--- src/rtl/vscale_htif_pcr_responder.sv ---
// Core-side HTIF PCR responder servicing host CSR accesses to tohost/fromhost.
// Optional: define HTIF_FROMHOST_IRQ_EN to add the registered fromhost_irq output.
module vscale_htif_pcr_responder #(
    parameter int          PCR_W       = 64,
    parameter int          XPR_W       = 32,
    parameter logic [11:0] ADDR_TOHOST = 12'h780,
    parameter logic [11:0] ADDR_FRHOST = 12'h781
) (
    input  logic             clk,
    input  logic             reset_n,
    input  logic             htif_pcr_req_valid,
    output logic             htif_pcr_req_ready,
    input  logic             htif_pcr_req_rw,
    input  logic [11:0]      htif_pcr_req_addr,
    input  logic [PCR_W-1:0] htif_pcr_req_data,
    output logic             htif_pcr_resp_valid,
    input  logic             htif_pcr_resp_ready,
    output logic [PCR_W-1:0] htif_pcr_resp_data,
    input  logic             core_tohost_wen,
    input  logic [XPR_W-1:0] core_tohost_wdata,
    input  logic             core_fromhost_wen,
    input  logic [XPR_W-1:0] core_fromhost_wdata,
    output logic [XPR_W-1:0] core_tohost_rdata,
`ifdef HTIF_FROMHOST_IRQ_EN
    output logic [XPR_W-1:0] core_fromhost_rdata,
    output logic             fromhost_irq
`else
    output logic [XPR_W-1:0] core_fromhost_rdata
`endif
);

    localparam logic [0:0] IDLE = 1'b0;
    localparam logic [0:0] RESP = 1'b1;

    logic [0:0]       state_q, state_d;
    logic [XPR_W-1:0] tohost_q, tohost_d;
    logic [XPR_W-1:0] fromhost_q, fromhost_d;
    logic [PCR_W-1:0] resp_data_q, resp_data_d;

    logic accept;
    logic hit_tohost;
    logic hit_fromhost;
    logic unused_req_data_hi;

    assign unused_req_data_hi = ^htif_pcr_req_data[PCR_W-1:XPR_W];

    assign accept       = htif_pcr_req_valid && (state_q == IDLE);
    assign hit_tohost   = (htif_pcr_req_addr == ADDR_TOHOST);
    assign hit_fromhost = (htif_pcr_req_addr == ADDR_FRHOST);

    always_comb begin
        state_d     = state_q;
        resp_data_d = resp_data_q;
        tohost_d    = tohost_q;
        fromhost_d  = fromhost_q;

        case (state_q)
            IDLE: if (accept) state_d = RESP;
            RESP: if (htif_pcr_resp_ready) state_d = IDLE;
            default: state_d = IDLE;
        endcase

        // Response always carries the pre-access register value; tohost clears on host read.
        if (accept) begin
            if (hit_tohost) begin
                resp_data_d = {{(PCR_W-XPR_W){1'b0}}, tohost_q};
                tohost_d    = htif_pcr_req_rw ? htif_pcr_req_data[XPR_W-1:0] : '0;
            end else if (hit_fromhost) begin
                resp_data_d = {{(PCR_W-XPR_W){1'b0}}, fromhost_q};
                if (htif_pcr_req_rw) fromhost_d = htif_pcr_req_data[XPR_W-1:0];
            end else begin
                resp_data_d = '0;
            end
        end

        // Core writes take priority over any host-side effect on the same edge.
        if (core_tohost_wen)   tohost_d   = core_tohost_wdata;
        if (core_fromhost_wen) fromhost_d = core_fromhost_wdata;
    end

    always_ff @(posedge clk or negedge reset_n) begin
        if (!reset_n) begin
            state_q     <= IDLE;
            tohost_q    <= '0;
            fromhost_q  <= '0;
            resp_data_q <= '0;
        end else begin
            state_q     <= state_d;
            tohost_q    <= tohost_d;
            fromhost_q  <= fromhost_d;
            resp_data_q <= resp_data_d;
        end
    end

`ifdef HTIF_FROMHOST_IRQ_EN
    logic irq_q;

    always_ff @(posedge clk or negedge reset_n) begin
        if (!reset_n) irq_q <= 1'b0;
        else          irq_q <= (fromhost_q != '0);
    end

    assign fromhost_irq = irq_q;
`endif

    assign htif_pcr_req_ready  = (state_q == IDLE);
    assign htif_pcr_resp_valid = (state_q == RESP);
    assign htif_pcr_resp_data  = resp_data_q;
    assign core_tohost_rdata   = tohost_q;
    assign core_fromhost_rdata = fromhost_q;

endmodule
--- config.mk ---
export PLATFORM = sky130hd
export DESIGN_NAME = vscale_htif_pcr_responder
export DESIGN_NICKNAME = d
export VERILOG_FILES = /design/src/rtl/vscale_htif_pcr_responder.sv
export SDC_FILE = /design/constraint.sdc
export NUM_CORES = 1
export LEC_CHECK = 0
export BUFFER_PORTS_ARGS = -buffer_cell sky130_fd_sc_hd__buf_4
export CAP_MARGIN = 20
export CORE_MARGIN = 1.5
export CORE_UTILIZATION = 45
export CTS_CLUSTER_DIAMETER = 30
export CTS_CLUSTER_SIZE = 16
export DETAILED_ROUTE_END_ITERATION = 8
export PLACE_DENSITY = 0.81
export SYNTH_ARGS = -nofsm -noshare
export SYNTH_HDL_FRONTEND = slang
export SYNTH_SLANG_ARGS = --single-unit
--- constraint.sdc ---
create_clock -name clk -period 2.28 [get_ports clk]
set_input_delay 0.228 -clock clk [delete_from_list [all_inputs] [get_ports clk]]
set_output_delay 0.228 -clock clk [all_outputs]
set_load 0.01 [all_outputs]
== Word-level counts from Yosys, hierarchy flattened ==
Cells that the tools add are included.
Operators by class
  eq/ne operators: 3
  mux-type cells: 14
  bitwise logic cells: 1
  reduce and logical (&&, ||, !) cells: 8
Operators with widths (count)
  32-bit two-way mux: 11
  12-bit by 11-bit equality test with 1-bit output, second input constant: 2
  2-bit nonzero test: 5
  4-bit AND reduction: 1
  1-bit two-way mux: 2
  2-bit inequality test, second input constant: 1
  1-bit one-hot mux with 2 select lines: 1
  2-bit AND reduction: 1
  1-bit logical AND: 1
  1-bit inverter: 1
Storage, ports and cells
  bits in registers: 129
  output and inout bits: 130
  word-level logic and storage cells: 30

== Longest topological paths before layout ==
  depth in word-level cells: 5
  depth in mapped cells: 6
  gate-level depth less buffers: 4

== Least setup slack after synthesis ==
No wires, ideal clock.
  path type: input to register
  from: in htif_pcr_req_addr[2]
  to: reg fromhost_q[10], in the netlist core_fromhost_rdata[10]
  library setup time: 132 ps
  arrival: 1806 ps
  required time: 2148 ps
  slack: 342 ps
  stages: 6
  path through: or4b_4 -> or4_4 -> buf_6 -> buf_12 -> mux2i_1 -> o21ai_1
On the way
  cells in the longest elaborated chain, start to end: 3
Ends and longest elaborated chain
  start: declaration: RTL line 14  | input logic [11:0] htif_pcr_req_addr,
  12-bit by 11-bit equality test with 1-bit output (on tied branches): RTL line 48, 49
  2-bit inequality test (no line) or 2-bit nonzero test (tied branches)
  4-bit AND reduction (no line) (*)
  end signal: assignment: RTL line 90  | fromhost_q <= fromhost_d;
  end: declaration: RTL line 37  | logic [XPR_W-1:0] fromhost_q, fromhost_d;
Mark *: on every way between the ends. The rest lies on a longest branch, timed or not.
A chain may end at the register's enable or synchronous reset.

== Worst setup path after layout ==
  from: reg state_q, in the netlist htif_pcr_resp_valid
  to: reg tohost_q[2], in the netlist core_tohost_rdata[2]
On the way
  cells in the longest elaborated chain, start to end: 4
Ends and longest elaborated chain
  start: declaration: RTL line 35  | logic [0:0] state_q, state_d;
  start signal: assignment: RTL line 88  | state_q <= state_d;
  1-bit inverter: RTL line 47  | assign accept = htif_pcr_req_valid && (state_q == IDLE);
  1-bit logical AND: RTL line 47
  2-bit nonzero test (no line)
  2-bit AND reduction (no line)
  end signal: assignment: RTL line 89  | tohost_q <= tohost_d;
  end: declaration: RTL line 36  | logic [XPR_W-1:0] tohost_q, tohost_d;
Every way passes these cells.

==> metrics.txt <==
Syn Inst Count 466; total of flip-flops plus latches after synthesis a little under 100; Area Overhead vs Synth 35.93%; clock period minus worst slack about 1900 ps; post-route clock period utilization 82.92%; power per standard cell area 547.0 nW/um2; final RePlAce weighted congestion 0.8170; total chip power 3.661 mW; number of placed I/O pins ~280; Die H between 100 and 150 um; via/cell ratio 5.315; net total in the final layout 815; number of antenna violations at the first check in global routing 0; number of levels in the clock H-tree 3; worst hold slack between 50 and 60 ps; required time at the endpoint of the critical path 2500 ps; starting density of the core between 40% and 50%; Synth top area share 49.30%; critical path start-end classification register to register; number of buffers created by CTS 9; post-synth top area cell sky130_fd_sc_hd__dfrtp_1; Hold Crit Endpoint htif_pcr_resp_valid$_DFF_PN0_; Die ar. about 12000 um2; maximum number of pins on one net before global-route repair 65; clock network power share 28.7%; # Post-CTS Setup Buffers 0; Final Slew Violations 0; number of buffers added on ports 212; outcome complete, no violations; die width 107.6 um; global route overflow 0; Skew-Pair Late Insertion Delay roughly 360 ps; warnings from Yosys 0; reg2reg end core_tohost_rdata[2]$_DFFE_PN0P_; average size of a mapped cell 10.57 um2; post-synthesis cell type count 25; most frequent cells in the layout sky130_fd_sc_hd__buf_4, sky130_fd_sc_hd__dfrtp_1, sky130_fd_sc_hd__mux2i_1, sky130_fd_sc_hd__nand2_1, sky130_fd_sc_hd__o21ai_1; leakage power figure 3.476 nW; IR Drop Worst-Case VDD 0.2603 mV; clock slew seen by the registers of the worst setup and hold paths 90 ps; path category of the worst min-delay check primary input to register; startpoint of the worst register-to-register path htif_pcr_resp_valid$_DFF_PN0_; via count of the first global-routing pass between 4000 and 5000; worst max-slew margin expressed relative to the limit a little over half; total clock sinks 97; highest fanout seen on the critical path 12; unrepaired setup endpoints after global routing no; Post-synth EDFFs 0; number of placement rows 38; internal power consumption 2.632 mW; synth top area cells sky130_fd_sc_hd__dfrtp_1, sky130_fd_sc_hd__mux2i_1, sky130_fd_sc_hd__a221o_1; Primary FF master, synth sky130_fd_sc_hd__dfrtp_1; total via count in the routed design 4321; # Max-Cap Violations 0; Antenna Nets Post-Route 0; path depth of the worst reg2reg path 5; setup tns final 0 ps; length of the first detailed-routing pass in iterations 4; P_sw 1.029 mW; power share of the sequential group 52.4%; gr usage total 24.39%; switching portion of total power 28.11%; hold violation total from the final report 0; Antenna Cells 0; TritonCTS clock tree yes; cell at the root of the clock tree sky130_fd_sc_hd__clkbuf_8; highest attainable clock frequency 529.0 MHz; WL per Instance 17.73 um; slack of the worst reg-to-reg path 390 ps; area inside the core boundary roughly 11000 um2; part of the Yosys area used for sequential elements 49.30%; Iter 0 DRT Violations 271; Async S/R FF share, synth between 90% and 100%; cell count of the worst hold path 2; Worst-Margin Slew 704.3 ps; maximum clock skew at final layout 8.401 ps; # DRC 0; Setup-failing EPs final 0; maximum buffer depth of the clock tree 2; final HPWL from detailed placement 9.901 mm; hold path startpoint htif_pcr_resp_ready; wire length of the first global-routing pass 21.74 mm; endpoint arrival time on the critical path between 2000 and 2500 ps; wire length reported by the detailed router 14.42 mm; proportion of power drawn by combinational gates between 10% and 20%; element type at the critical path start register; ratio of cells with drive above 1 in the final layout 36.40%; netlist area before placement roughly 4900 um2; most common cell after layout, fill and taps aside sky130_fd_sc_hd__buf_4; Critical Path End Type register
==> Yosys cell counts (all sizes together) (2+ instances only) <==
cell / number
and2: 65
o21ai: 65
or4: 2
a221o: 31
buf: 47
or3b: 2
nand2: 64
inv: 2
clkbuf: 18
nor2: 2
dfrtp: 97
mux2i: 64
==> power groups by stage <==
stage	Clock [mW]	Sequential, mW	Combinational [mW]
6_report	1.05	1.92	0.693
5_1_grt	1.13	1.93	0.752
4_1_cts	1.07	1.92	0.696
3_5_place_dp	0	1.95	0.692
3_3_place_gp	0	1.94	0.676
2_1_floorplan	0	1.98	0.260
==> registers in the layout (all words and copies together) (netlist names) <==
name and flops:
htif_pcr_resp_data 32, core_tohost_rdata 32, core_fromhost_rdata 32, htif_pcr_resp_valid 1
==> routing by layer <==
layer / up-vias / wire length, um / track usage [%]
li1: 1960 / - / -
met1: 2132 / 5936 / 30.76
met2: 209 / 7264 / 41.95
met3: 20 / 916 / 3.692
met4: 0 / 299 / 9.774
met5: - / 0 / 0
==> cells by family after synthesis <==
logic type,share of synthesized area [%]
buf+inv,9.072
mux,13.01
flops,49.30
compound gates,13.09
simple gates,15.45
other cells,0.07617
==> through the flow <==
stage / std cells / area, um2 / utilization, % / worst slack, ps
after detailed placement: 796 / 6507 / 60.56 / 127.9
after global placement: 796 / 6507 / 60.56 / 142.5
final: 813 / 6693 / 62.28 / 389.5
after floorplan: 497 / 5040 / - / 341.6
after CTS: 813 / 6693 / 62.28 / 378.2
after global routing: 813 / 6693 / 62.28 / 276.6
==> area by class of cell <==
type                            instances  area (um2)
Sequential cell                        97        2427
Clock buffer                           14       162.7
Clock inverter                          2       12.51
Fill cell                             911        4053
Tap cell                              140       175.2
Inverter                                2       7.507
Multi-Input combinational cell        333        2166
Timing Repair Buffer                  225        1742
==> how the worst max path moves through the flow <==
stage / from / end / cells past startpoint
4_1_cts: htif_pcr_resp_valid$_DFF_PN0_ / core_tohost_rdata[2]$_DFFE_PN0P_ / 5
3_3_place_gp: htif_pcr_req_addr[2] / core_fromhost_rdata[16]$_DFFE_PN0P_ / 6
5_1_grt: htif_pcr_resp_valid$_DFF_PN0_ / core_tohost_rdata[22]$_DFFE_PN0P_ / 5
2_1_floorplan: htif_pcr_req_addr[2] / core_fromhost_rdata[10]$_DFFE_PN0P_ / 6
3_5_place_dp: htif_pcr_req_addr[2] / core_fromhost_rdata[6]$_DFFE_PN0P_ / 6
6_report: htif_pcr_resp_valid$_DFF_PN0_ / core_tohost_rdata[2]$_DFFE_PN0P_ / 5
==> critical path, stage by stage, from the launching register on <==
cell                      delay, ps
sky130_fd_sc_hd__dfrtp_1        430
sky130_fd_sc_hd__or3b_2         490
sky130_fd_sc_hd__nor4_4         210
sky130_fd_sc_hd__buf_4          310
sky130_fd_sc_hd__mux2i_1        230
sky130_fd_sc_hd__o21ai_1         80
==> what timing repair did <==
action	in CTS	in global routing
hold endpoints to repair	42	0
gates resized for setup	0	0
hold buffers	1	0
(Power assumes the default switching activity.)
